## src/rtl/cache_miss_ctrl.sv

```systemverilog
// Miss-handling controller: picks a victim way, writes back a dirty victim, fetches the line,
// fills the arrays and commits the touch to the PLRU. Option: MISS_CTRL_INVALID_FIRST_EN.
module cache_miss_ctrl #(
  parameter int unsigned WAYS    = 4,
  parameter int unsigned S_INDEX = 4,
  parameter int unsigned TAG_W   = 23,
  parameter int unsigned LINE_W  = 256
) (
  input  logic                   clk,
  input  logic                   rst,
  input  logic                   miss_req,
  input  logic [S_INDEX-1:0]     miss_set,
  input  logic [TAG_W-1:0]       miss_tag,
  output logic                   miss_done,
  input  logic [WAYS-1:0]        way_valid,
  input  logic [WAYS-1:0]        way_dirty,
  input  logic [WAYS*TAG_W-1:0]  way_tags,
  input  logic [WAYS*LINE_W-1:0] way_data,
  input  logic [WAYS-1:0]        evict_candidate,
  output logic [S_INDEX-1:0]     repl_set,
  output logic                   repl_web,
  output logic [WAYS-1:0]        repl_touch,
  output logic                   mem_req,
  output logic                   mem_we,
  output logic [31:0]            mem_addr,
  output logic [LINE_W-1:0]      mem_wdata,
  input  logic                   mem_ready,
  input  logic [LINE_W-1:0]      mem_rdata,
  output logic [WAYS-1:0]        fill_we,
  output logic [TAG_W-1:0]       fill_tag,
  output logic [LINE_W-1:0]      fill_data
);

  localparam int unsigned OFFSET_W = 32 - TAG_W - S_INDEX;
  localparam int unsigned WAY_W    = $clog2(WAYS);

  typedef enum logic [2:0] {
    StIdle,
    StSelect,
    StWriteback,
    StFill,
    StCommit,
    StDone
  } state_e;

  state_e              state_q, state_d;
  logic [S_INDEX-1:0]  set_q;
  logic [TAG_W-1:0]    tag_q;
  logic [WAYS-1:0]     victim_q;
  logic [TAG_W-1:0]    wb_tag_q;
  logic [LINE_W-1:0]   wb_data_q;
  logic [LINE_W-1:0]   line_q;

  logic [WAY_W-1:0]    cand_idx;
  logic [WAY_W-1:0]    victim_idx;
  logic [WAYS-1:0]     victim_oh;
  logic                victim_dirty;

  // Lowest set bit of the candidate; an all-zero candidate falls back to way 0.
  always_comb begin
    cand_idx = '0;
    for (int i = int'(WAYS) - 1; i >= 0; i--) begin
      if (evict_candidate[i]) cand_idx = WAY_W'(i);
    end
  end

`ifdef MISS_CTRL_INVALID_FIRST_EN
  logic [WAY_W-1:0] inv_idx;

  always_comb begin
    inv_idx = '0;
    for (int i = int'(WAYS) - 1; i >= 0; i--) begin
      if (!way_valid[i]) inv_idx = WAY_W'(i);
    end
  end

  assign victim_idx = (&way_valid) ? cand_idx : inv_idx;
`else
  assign victim_idx = cand_idx;
`endif

  assign victim_oh    = {{(WAYS-1){1'b0}}, 1'b1} << victim_idx;
  assign victim_dirty = way_valid[victim_idx] & way_dirty[victim_idx];
  assign repl_set     = set_q;

  always_ff @(posedge clk or posedge rst) begin
    if (rst) begin
      state_q   <= StIdle;
      set_q     <= '0;
      tag_q     <= '0;
      victim_q  <= '0;
      wb_tag_q  <= '0;
      wb_data_q <= '0;
      line_q    <= '0;
    end else begin
      state_q <= state_d;
      if (state_q == StIdle && miss_req) begin
        set_q <= miss_set;
        tag_q <= miss_tag;
      end
      // Victim tag/data only matter on the writeback path, so latching them every time is safe.
      if (state_q == StSelect) begin
        victim_q  <= victim_oh;
        wb_tag_q  <= way_tags[victim_idx*TAG_W +: TAG_W];
        wb_data_q <= way_data[victim_idx*LINE_W +: LINE_W];
      end
      if (state_q == StFill && mem_ready) line_q <= mem_rdata;
    end
  end

  always_comb begin
    state_d    = state_q;
    miss_done  = 1'b0;
    mem_req    = 1'b0;
    mem_we     = 1'b0;
    mem_addr   = '0;
    mem_wdata  = '0;
    fill_we    = '0;
    fill_tag   = '0;
    fill_data  = '0;
    repl_web   = 1'b1;
    repl_touch = '0;
    case (state_q)
      StIdle: begin
        if (miss_req) state_d = StSelect;
      end
      StSelect: begin
        state_d = victim_dirty ? StWriteback : StFill;
      end
      StWriteback: begin
        mem_req   = 1'b1;
        mem_we    = 1'b1;
        mem_addr  = {wb_tag_q, set_q, {OFFSET_W{1'b0}}};
        mem_wdata = wb_data_q;
        if (mem_ready) state_d = StFill;
      end
      StFill: begin
        mem_req  = 1'b1;
        mem_addr = {tag_q, set_q, {OFFSET_W{1'b0}}};
        if (mem_ready) state_d = StCommit;
      end
      StCommit: begin
        fill_we    = victim_q;
        fill_tag   = tag_q;
        fill_data  = line_q;
        repl_web   = 1'b0;
        repl_touch = victim_q;
        state_d    = StDone;
      end
      StDone: begin
        miss_done = 1'b1;
        state_d   = StIdle;
      end
      default: state_d = StIdle;
    endcase
  end

endmodule

```

## config.mk

```make
export PLATFORM = sky130hd
export DESIGN_NAME = cache_miss_ctrl
export DESIGN_NICKNAME = d
export VERILOG_FILES = /design/src/rtl/cache_miss_ctrl.sv
export SDC_FILE = /design/constraint.sdc
export NUM_CORES = 2
export LEC_CHECK = 0
export CAP_MARGIN = 20
export CORE_AREA = 3 3 779 781
export DETAILED_ROUTE_END_ITERATION = 7
export DIE_AREA = 0 0 782 784
export GPL_ROUTABILITY_DRIVEN = 0
export GPL_TIMING_DRIVEN = 0
export PLACE_DENSITY_LB_ADDON = 0.12
export SYNTH_ARGS = -nofsm -noshare
export SYNTH_HDL_FRONTEND = slang
export SYNTH_SLANG_ARGS = --single-unit
```

## constraint.sdc

```tcl
create_clock -name clk -period 19.76 [get_ports clk]
set_input_delay 3.952 -clock clk [delete_from_list [all_inputs] [get_ports clk]]
set_output_delay 3.952 -clock clk [all_outputs]
set_load 0.02 [all_outputs]
```

# Yosys cells after proc, flatten, opt, wreduce, memory -nomap -nowiden
# Cells that the tools add are included.
# W data, S select, Z words.
# word_totals
register_bits	569
out_inout_bits	583
elab_cells	48
# classes
n_mul	1
magnitude_cmp	1
n_eq_ne	8
shift	3
muxes	22
bitwise	1
n_reduce_logical	5
# ops
op	n
$shiftx A1024 B11 Y256	1
$mux W256	2
$shiftx A92 B8 Y23	1
$pmux W32 S2	1
$mux W23	1
$pmux W3 S5	1
$mux W3	3
$mux W2	4
$mul A2 B5 Y7 const B	1
$mux W1	7
$eq A3 B2 Y1 const B	2
$eq A3 B3 Y1 const B	2
$ne A2 B2 Y1 const B	3
$bmux W1 S2	2
$mux W4	1
$shl A1 B2 Y4 const A	1
$eq A3 B1 Y1 const B	1
$logic_not A3 Y1	1
$lt A2 B3 Y1 const B	1
$reduce_and A3 Y1	1
$logic_and A1 B1 Y1	2
$reduce_or A2 Y1	1
$and A1 B1 Y1	1

# Logic depth before layout (Yosys ltp)
# logic_depth
ltp_word	9
depth_mapped	8
depth_no_buf	4

# Worst setup path before layout
# No wires, ideal clock.
# synth_path
path_type	register to output
from	register state_q[0]
to	output port mem_wdata[216]
arrival_time_ps	1571
path_slack_ps	14237
stages_incl_launch_ff	7
path_buffers	4
cell_sequence	dfrtp_1 buf_4 buf_2 nor2_1 clkbuf_1 clkbuf_1 and2_1
# synth_between
elab_chain_cells	2
# synth_rtl
element	line	text
from (decl)	46	state_e state_q, state_d;
from (signal assigned)	88	state_q <= StIdle;
from (signal assigned)	96	state_q <= state_d;
$eq A3 B2 Y1	123	case (state_q)
$mux W256	123	
to (decl)	26	output logic [LINE_W-1:0] mem_wdata,
# No other way between the ends.

# Worst setup path in the final report
# layout_path
from	register state_q[2]
to	output port mem_wdata[242]
# Same word-level chain as after synthesis.

==> results.md <==
- Initial DRC Count: 2756
- Synth Area in Compound Gates: 24.2%
- CP delay by family, top: buffers and inverters
- Cts hold-fix bufs: 0
- Clk_skew: 131 ps
- DIE AREA: 613000 µm²
- Global-route wire length before repair: 593000 µm
- Post-CTS setup buffers: 0
- Post-synth ARST share: 100%
- GRT Total Usage: 15.4%
- Accumulated negative setup slack: 0 ps
- Run status: finished clean
- Worst path bufs/invs: 6
- IO Port Bufs: 1992
- Syn. warnings: 0
- Post-synthesis adder-cell area fraction: 0%
- DR WL/cell: 35.5 µm
- # DRC: 0
- Top FF cell, synth: dfrtp_1
- Max Cap Viol: 0
- Area leader, netlist: dfrtp_1
- Initial Utilization: 5.59%
- Layout area overhead: 104%
- DP Cell Count: 13600
- CTS Buffer Depth: 4
- Final Non-Filler Cells: 13900
- Worst Reg-to-Reg Cells: 7
- Crit-path max FO: 8
- Gate Count Post-Synth: 3515
- Setup violators final: 0
- HPWL after detailed placement: 445000 µm
- Synth top area share: 42.4%
- Reg2Reg Launch Point: state_q[2]$_DFFE_PP0P_
- Nets@finish: 7097
- Crit path cell chain: nand2b_1, clkbuf_2, nor2_1, clkbuf_1, buf_8, clkbuf_1, buf_16, and2_1, clkdlybuf4s50_1
- WHS Endpoint: victim_q[0]$_DFFE_PP0P_
- Vias in the first global route: 42800
- Top cells by area, synth: dfrtp_1, a22oi_1, mux2_2
- Worst slew pin tran: 1130 ps
- CTS resizes: 0
- CTS tree: done
- Minimum period implied by the final worst setup slack: 9420 ps
- Worst Hold Class: reg -> reg
- Post-Syn Area: 33600 µm²
- Total global routing overflow: 0
- P per Cell Area: 127 nW/µm²
- Die H: 784 µm
- Critical Path Stages: 9
- TritonCTS Buffers: 99
- Ports: 1998
- CTS root buffer: clkbuf_16
- Worst hold start: victim_q[0]$_DFFE_PP0P_
- R2R setup slack: 16130 ps
- Post-synthesis cell type count: 41
- Top-count cell post-synth: dfrtp_1
- Crit-path most repeated cell: clkbuf_1
- Core ar.: 601000 µm²
- Slew margin rel.: 24.3%
- Die W: 782 µm
- Main combinational cell family by area after synthesis: compound AO/OA/AOI/OAI gates
- Unrepaired setup endpoints after global routing: no
- Fraction of layout cells with a size suffix above 1: 12.8%
- Worst Path Required: 15810 ps
- Multi-input combinational cell area: 17600 µm²
- Initial antenna violation count: 514
- Yosys reg bits: 569
- Leak Pwr: 24.3 nW
- Crit start category: flip-flop
- Synth Area in Simple Gates: 17.9%
- Number of flops mapped to enable cells by yosys: 0
- Clk sinks: 569
- Antenna Nets Post-Route: 0
- Worst hold stages: 2
- Synthesized area per cell: 9.55 µm²
- Avg Vias per Cell: 3.02
- Core Rows: 285
- DP Area: 64900 µm²
- Maximum vdd drop: 58.7 µV
- CP max stage delay: 1090 ps
- Fmax: 106 MHz
- Critical path class: reg -> out
- Routed WL: 493000 µm
- Crit end category: primary output
- Post-route design area: 68500 µm²
- Critical path arrival: 5470 ps
- Vias: 42000
- Critical Path Slowest Stage Cell: clkdlybuf4s50_1
- Seq/Total Area, Yosys: 42.4%
- Largest net degree at the start of global routing: 36
- Filler cells: 69300
- Post-synthesis xor/xnor area fraction: 0%
- DR pass1 iterations: 8
- R2r endpoint: wb_data_q[150]$_DFFE_PP0P_
- Commonest cells post-synth: dfrtp_1, a22oi_1, nand2_1, nor2_1, and3_1
- Hold Violations, Final: 0
- Slew Viols, Final: 0
- Clk slew on worst S/H paths: 60 ps
- # H-tree levels: 3
- Clk_lat worst skew: 870 ps
- Tcrit/Tclk final: 47.7%
- Post-synthesis mux area share: 10.2%
- Register Area: 14200 µm²
==> through the flow <==
step | hold slack [ps] | utilization (%) | total power [W] | setup slack (ps)
finish | 484 | 11.4 | 0.00869 | 10340
global route | 508 | 11.4 | 0.00923 | 9880
CTS | 489 | 11.3 | 0.00901 | 9790
detailed placement | 476 | 10.8 | 0.00704 | 10830
global placement | 481 | 10.6 | 0.00693 | 633
floorplan | 438 | - | 0.00407 | 8060
==> tightest hold or removal path, cell delays in order, from the launching register on <==
cell     delay [ps]
dfrtp_1         340
nand2_1          60
nand2_1          60
==> sequential cells by signal, summed over array words and instances (netlist names) <==
name       cells
state_q        3
wb_data_q    256
tag_q         23
wb_tag_q      23
line_q       256
victim_q       4
repl_set       4
==> cell usage in the layout, fill, tap and decap left out, drive strengths merged, types with 245 or more instances in the layout <==
cell type / netlist / routed
mux2: 283 / 283
buf: 175 / 245
nor2: 310 / 310
and3: 284 / 284
nand2: 350 / 350
clkdlybuf4s50: 0 / 1992
and2: 260 / 260
a22oi: 448 / 448
clkbuf: 224 / 368
dfrtp: 569 / 569
==> routing by layer <==
metal  global-route usage [%]  vias to the layer above  share of wire [%]
met5                        0                        -               0.25
met4                     3.26                      190                3.1
met3                     5.76                      911                8.8
met2                     28.3                     2420                 51
met1                     16.8                    20900                 37
li1                         -                    17600                  -
==> final cells by class <==
| type | count | area share [%] |
|---|---|---|
| Timing Repair Buffer | 2062 | 30.9 |
| Multi-Input combinational cell | 2548 | 25.7 |
| Clock buffer | 144 | 4.35 |
| Tap cell | 8036 | 14.7 |
| Antenna cell | 110 | 0.402 |
| Inverter | 3 | 0.0219 |
| Buffer | 399 | 2.64 |
| Clock inverter | 24 | 0.462 |
| Sequential cell | 569 | 20.8 |
==> how the worst max path moves through the flow <==
stage,endpoint,from,slack [ps]
finish,mem_wdata[242],state_q[2]$_DFFE_PP0P_,10340
floorplan,line_q[0]$_DFFE_PP0P_,rst,8060
CTS,mem_wdata[242],state_q[2]$_DFFE_PP0P_,9790
global route,mem_wdata[242],state_q[2]$_DFFE_PP0P_,9880
detailed placement,mem_wdata[242],state_q[2]$_DFFE_PP0P_,10830
global placement,wb_data_q[123]$_DFFE_PP0P_,rst,630
==> logic make-up (layout without fill, tap and decap cells) <==
group | count (synthesis) | count (layout)
AOI/OAI and AO/OA | 1017 | 1017
buffers and inverters | 402 | 2632
DFF | 569 | 569
muxes | 306 | 306
other | 1 | 115
and+or+nand+nor | 1220 | 1220
==> report_power, final <==
group          internal [W]  switching (W)  leakage (nW)
Sequential          0.00177       0.000494          6.54
Combinational       0.00188        0.00269          16.2
Clock               0.00111       0.000750          1.62
Note: power is estimated with default switching activity, not from simulation.
